## src/rtl/bitwise_gate_pipe.sv

```systemverilog
// Pipelined bitwise logic unit: eight selectable ops on two WIDTH-bit operands, STAGES deep, valid/ready on both sides.
// Optional completed-transfer counter enabled by defining BITWISE_GATE_PIPE_TXN_CNT_EN.
module bitwise_gate_pipe #(
    parameter int unsigned WIDTH  = 8,
    parameter int unsigned STAGES = 2
) (
    input  logic             clk,
    input  logic             rst_n,
    input  logic             in_valid,
    output logic             in_ready,
    input  logic [WIDTH-1:0] a,
    input  logic [WIDTH-1:0] b,
    input  logic [2:0]       op,
    output logic             out_valid,
    input  logic             out_ready,
    output logic [WIDTH-1:0] c,
    output logic             c_zero,
`ifdef BITWISE_GATE_PIPE_TXN_CNT_EN
    output logic [15:0]      txn_count,
    input  logic             clr_count,
`endif
    output logic             busy
);

    localparam int unsigned LAST = STAGES - 1;

    typedef enum logic [2:0] {
        OP_AND  = 3'd0,
        OP_OR   = 3'd1,
        OP_NOR  = 3'd2,
        OP_NAND = 3'd3,
        OP_XOR  = 3'd4,
        OP_XNOR = 3'd5,
        OP_NOTA = 3'd6,
        OP_PASS = 3'd7
    } op_e;

    logic [WIDTH-1:0]  res;
    logic [STAGES-1:0] vld_q;
    logic [STAGES-1:0] vld_d;
    logic [STAGES-1:0] load;
    logic [STAGES:0]   vld_src;
    logic [WIDTH-1:0]  dat_q [STAGES];
    logic              zf_q  [STAGES];

    always_comb begin
        res = a;
        case (op_e'(op))
            OP_AND:  res = a & b;
            OP_OR:   res = a | b;
            OP_NOR:  res = ~(a | b);
            OP_NAND: res = ~(a & b);
            OP_XOR:  res = a ^ b;
            OP_XNOR: res = ~(a ^ b);
            OP_NOTA: res = ~a;
            OP_PASS: res = a;
            default: res = a;
        endcase
    end

    // Stage k can load unless it and every stage after it are occupied and the output is stalled.
    assign vld_src = {vld_q, in_valid};

    always_comb begin
        load  = '0;
        vld_d = '0;
        for (int k = 0; k < STAGES; k++) begin
            load[k]  = out_ready || !(&(vld_q | STAGES'((1 << k) - 1)));
            vld_d[k] = load[k] ? vld_src[k] : vld_q[k];
        end
    end

    assign in_ready = load[0];

    always_ff @(posedge clk or negedge rst_n) begin
        if (!rst_n) begin
            vld_q <= '0;
            busy  <= 1'b0;
        end else begin
            vld_q <= vld_d;
            busy  <= |vld_d;
        end
    end

    // Data registers only move when a real entry arrives, so idle operands never touch state.
    for (genvar k = 0; k < STAGES; k++) begin : g_stage
        if (k == 0) begin : g_head
            always_ff @(posedge clk or negedge rst_n) begin
                if (!rst_n) begin
                    dat_q[0] <= '0;
                    zf_q[0]  <= 1'b0;
                end else if (load[0] && in_valid) begin
                    dat_q[0] <= res;
                    zf_q[0]  <= ~|res;
                end
            end
        end else begin : g_tail
            always_ff @(posedge clk or negedge rst_n) begin
                if (!rst_n) begin
                    dat_q[k] <= '0;
                    zf_q[k]  <= 1'b0;
                end else if (load[k] && vld_q[k-1]) begin
                    dat_q[k] <= dat_q[k-1];
                    zf_q[k]  <= zf_q[k-1];
                end
            end
        end
    end

    assign out_valid = vld_q[LAST];
    assign c         = dat_q[LAST];
    assign c_zero    = zf_q[LAST];

`ifdef BITWISE_GATE_PIPE_TXN_CNT_EN
    // Saturating count of output handshakes; clear takes priority over a same-cycle increment.
    always_ff @(posedge clk or negedge rst_n) begin
        if (!rst_n) begin
            txn_count <= '0;
        end else if (clr_count) begin
            txn_count <= '0;
        end else if (out_valid && out_ready && (txn_count != 16'hFFFF)) begin
            txn_count <= txn_count + 16'd1;
        end
    end
`endif

endmodule

```

## config.mk

```make
export PLATFORM = sky130hd
export DESIGN_NAME = bitwise_gate_pipe
export DESIGN_NICKNAME = d
export VERILOG_FILES = /design/src/rtl/bitwise_gate_pipe.sv
export SDC_FILE = /design/constraint.sdc
export NUM_CORES = 1
export LEC_CHECK = 0
export ABC_CLOCK_PERIOD_IN_PS = 1750
export CAP_MARGIN = 20
export CORE_UTILIZATION = 43
export CTS_BUF_LIST = sky130_fd_sc_hd__clkbuf_2
export DETAILED_ROUTE_END_ITERATION = 16
export GPL_TIMING_DRIVEN = 0
export PLACE_DENSITY = 0.69
export SYNTH_ARGS = -nofsm -noshare
export SYNTH_HDL_FRONTEND = slang
export SYNTH_SLANG_ARGS = --single-unit
export TNS_END_PERCENT = 1
```

## constraint.sdc

```tcl
create_clock -name clk -period 1.75 [get_ports clk]
set_clock_uncertainty 0.2 [all_clocks]
set_input_delay 0.35 -clock clk [delete_from_list [all_inputs] [get_ports clk]]
set_output_delay 0.35 -clock clk [all_outputs]
set_load 0.01 [all_outputs]
```

-- Word-level counts from Yosys, hierarchy flattened
Index checks and enable logic that the tools add are counted.
- equal/unequal tests: 7
- muxes and demuxes: 3
- bitwise operators: 7
- reductions and logical operators: 11
- operators with widths (operator ; count):
    case mux 8 bit (8 select lines) ; 1
    inverter 8 bit ; 4
    equality test 3 bit (second input constant) ; 4
    AND 8 bit ; 1
    OR 8 bit ; 1
    OR reduction 8 bit ; 1
    bitwise XOR 8 bit ; 1
    equality test 3 x 2 -> 1 bit (second input constant) ; 2
    equality test 3 x 1 -> 1 bit (second input constant) ; 1
    logical NOT 1 bit ; 3
    logical NOT 3 bit ; 1
    logical AND 1 bit ; 2
    logical OR 1 bit ; 2
    2-to-1 mux 1 bit ; 2
    AND reduction 2 bit ; 1
    OR reduction 2 bit ; 1
- register bits after elaboration: 21
- word-level logic and storage cells: 34

-- Longest topological paths before layout
- word-level depth: 5
- mapped depth: 7
- depth with buffers taken out: 7

-- Worst setup path before layout
No wires, ideal clock.
- kind: input -> register
- start: in a[1]
- end: reg zf_q[1] in the netlist's numbering
- arrival time: 1.742 ns
- data required time: 1.458 ns
- slack: -0.283 ns
- stages on the path: 6
- cells stage by stage: inv_1 > ha_1 > mux2_4 > mux4_2 > nand3b_4 > o31ai_2
- longest elaborated chain between the ends: 5
- elaborated cells on any way between the ends: 10
- classes of those cells: mux: 1; bitwise: 7; reduce/logical: 2
- RTL lines (what ; line ; text):
    start: declaration ; 11 ; input logic [WIDTH-1:0] a,
    bitwise XOR 8 bit, or another cell as far along ; 53, 54 ;
    inverter 8 bit (on tied branches) ; 54, 51, 52 ;
    case mux 8 bit (8 select lines) (*) ; 48 ; case (op_e'(op))
    OR reduction 8 bit (*) ; 94 ; zf_q[0] <= ~|res;
    logical NOT 1 bit (*) ; 94 ;
    end: declaration ; 44 ; logic zf_q [STAGES];
Mark *: on every way between the ends. The rest lies on a longest branch, timed or not.
A chain may end at the register's enable or synchronous reset.

-- Final worst setup path
- start: in b[1]
- end: reg zf_q[1] in the netlist's numbering
- longest elaborated chain between the ends: 5
- elaborated cells on any way between the ends: 9
- classes of those cells: mux: 1; bitwise: 6; reduce/logical: 2
- RTL lines (what ; line ; text):
    start: declaration ; 12 ; input logic [WIDTH-1:0] b,
    bitwise XOR 8 bit, or another cell as far along ; 53, 54 ;
    inverter 8 bit (on tied branches) ; 54, 51, 52 ;
    case mux 8 bit (8 select lines) (*) ; 48 ;
    OR reduction 8 bit (*) ; 94 ;
    logical NOT 1 bit (*) ; 94 ;
Marks and branches as above.

==> flow_summary.toml <==
[clocking]
cts_made_buffers = 3
cts.clk_slew.worst_paths_ns = 0.18
insertion_delay_ns = 0.29
cts_buffer_depth = 2
htreeDepth = 1
cts_root_buf = "clkbuf_2"
cts_sinks = 21
tritoncts = "yes"

[status]
violations = "negative setup slack"
status = "finished with violations"

[critical_path]
r2r_start = "vld_q[0]$_DFF_PN0_"
arrival_ns = 1.82
rr_endpoint = "zf_q[1]$_DFFE_PN0P_"
crit_path_max_fanout = 2
start_kind = "input pin"
path_class = "in -> reg"
critPathCaptureType = "flop"
ff2ff_path_depth = 6
cp.required_ns = 1.78
r2r_setup_slack_ns = 0.10
critical_path.endpoint = "zf_q[1]$_DFFE_PN0P_"
startpoint = "b[1]"

[grt]
first_global_vias = 1395
grt-ovfl-total = 0
track_usage = 0.176
antenna_found_initial = 0
grt_max_degree = 22
grt_pass1_wl_um = 6090

[logic_synthesis]
synth-edff-count = 0
synthArstFlopShare = 1.00
synth_xor_area_frac = 0.00499
synth-seq-area-share = 0.300
syn_nets = 210
synth.area.top_cells = "dfrtp_1 30%, mux2_2 13%, ha_1 11%"
ys_seq_elements = 21
synth_common_cells = "21 x dfrtp_1, 21 x mux2_2, 18 x inv_1"
syn_inst = 171
yosys.area.top_type = "dfrtp_1"
synth_compound_area_frac = 0.116
syn_area_mm2 = 0.00175
avgSynthCellArea_um2 = 10.3
synthAdderAreaFrac = 0.114
synth_flop_cell = "dfrtp_1"
yosysTopAreaCellShare = 0.300
ys_types = 42
synth.area.mux_share = 0.233
synth_top_family_by_area = "multiplexers"
synthSimpleGateAreaFrac = 0.123
ys_warn_count = 0

[cells_and_area]
syn_to_final_growth_pct = 33.0
antenna_cells = 0
drive_above_1_share = 0.477
layout.nets = 254
final_util = 0.614
num-fill-cells = 307
final_cells = 262
seqCellArea_um2 = 526
multiInputGateArea_mm2 = 0.00118

[floorplan]
ios = 35
die_w_um = 65.9
initial_utilization = 0.462
rows = 22
die_y_um = 65.9
die-area_mm2 = 0.00434
coreArea_mm2 = 0.00380

[timing]
max_freq_mhz = 559
hold_viol_final = 0
setup_violations = 1
finalMaxSlewViolations = 0
rsz0062_at_grt = "true"
setup_ws_ns = -0.0380
period_minus_slack_ns = 1.79
tns_ns = -0.0380
max-slew-margin-rel = 0.389
tightestPinTransition_ns = 0.914
period_share = 1.02

[power_and_ir_drop]
p_per_area_mw_per_mm2 = 639
leakagePower_uw = 0.00111
ir_drop_v = 0.000281

[detailed_routing]
post_drt_wl_per_cell_um = 13.6
drtAntennaViolNets = 0
dr.pass1.iters = 4
routed_wl_um = 3570
drt_iter0_markers = 23
via_per_inst = 5.29
vias = 1387
drc = 0

[place]
dp.cells = 252
io_buffers = 33
routabilityCongestion = 0.789
place_hpwl_um = 2710

[flow_run]
max_cap_viol_count = 0

[min_path]
hold_class = "reg -> reg"
==> cell usage in the layout, fill, tap and decap left out, types with 4 or more instances in the layout <==
| cell | count |
|---|---|
| clkbuf_2 | 10 |
| buf_2 | 5 |
| inv_2 | 6 |
| dlygate4sd2_1 | 11 |
| nand2b_1 | 7 |
| mux2_2 | 20 |
| o21ai_0 | 5 |
| ha_1 | 11 |
| inv_1 | 10 |
| mux2i_1 | 9 |
| buf_6 | 5 |
| buf_4 | 21 |
| nor2b_1 | 4 |
| nand2_1 | 14 |
| ha_4 | 4 |
| dfrtp_1 | 21 |
==> how the worst min path moves through the flow <==
stage / end / from / slack [ns] / depth (start not counted)
detailed placement: dat_q[10]$_DFFE_PN0P_ / dat_q[10]$_DFFE_PN0P_ / 0.27 / 1
CTS: dat_q[10]$_DFFE_PN0P_ / dat_q[10]$_DFFE_PN0P_ / 0.31 / 1
global route: dat_q[10]$_DFFE_PN0P_ / dat_q[10]$_DFFE_PN0P_ / 0.33 / 1
finish: dat_q[11]$_DFFE_PN0P_ / dat_q[11]$_DFFE_PN0P_ / 0.30 / 2
global placement: dat_q[10]$_DFFE_PN0P_ / dat_q[10]$_DFFE_PN0P_ / 0.26 / 1
floorplan: busy$_DFF_PN0_ / rst_n / -0.15 / 0
==> logic make-up after synthesis <==
group	count (synthesis)
adders and majority gates	16
and+or+nand+nor	38
buffers and inverters	34
DFF	21
muxes	34
xor gates and xnor gates	1
AOI/OAI and AO/OA	27
==> stage by stage <==
stage | power (uW) | hold slack (ns) | setup slack [ns] | instance area, um2
4_1_cts | 1480 | 0.305 | -0.115 | 2300
5_1_grt | 1590 | 0.326 | -0.101 | 2330
6_report | 1490 | 0.299 | -0.0380 | 2330
3_3_place_gp | 1260 | 0.258 | -0.932 | 2180
3_5_place_dp | 1290 | 0.266 | -0.957 | 2180
2_1_floorplan | 1030 | -0.146 | -0.154 | 1790
==> critical path, stage by stage <==
cell and delay (ns):
buf_6 0.10, inv_12 0.03, ha_4 0.13, and2b_2 0.19, a21o_2 0.18, mux4_2 0.48, nand3b_4 0.17, o31ai_2 0.17
==> registers in the layout, indices dropped and copies added (netlist names) <==
signal / count
dat_q: 8
zf_q: 1
c_zero: 1
busy: 1
vld_q: 2
c: 8
==> final cells by class <==
cell class              count  share of cell area
plain buffers              16              0.0590
clock buffers               4             0.00858
inverters                  18              0.0397
multi-input cells         116               0.504
flip-flops and latches     21               0.225
well taps                  48              0.0258
repair buffers             39               0.137
==> per-layer routing <==
| metal | vias up | wire, um | global-route usage |
|---|---|---|---|
| li1 | 678 | - | - |
| met1 | 676 | 1580 | 0.225 |
| met2 | 31 | 1850 | 0.319 |
| met3 | 2 | 124 | 0.0103 |
| met4 | 0 | 14 | 0.0435 |
| met5 | - | 0 | 0 |
==> power by group <==
group | total [uW] | internal (uW) | switching, uW
sequential | 627 | 580 | 46.2
combinational | 668 | 390 | 278
clock | 195 | 60.6 | 135
total | 1490 | 1030 | 459
==> timing repair <==
action | in CTS | in global routing
endpoints found under the setup margin | 20 | 4
hold buffers | 0 | 0
buffers inserted | 4 | 2
resized for setup | 73 | 28
gates cloned | 0 | 0
pin swaps | 16 | 9
Power figures use the tool's default switching activity.
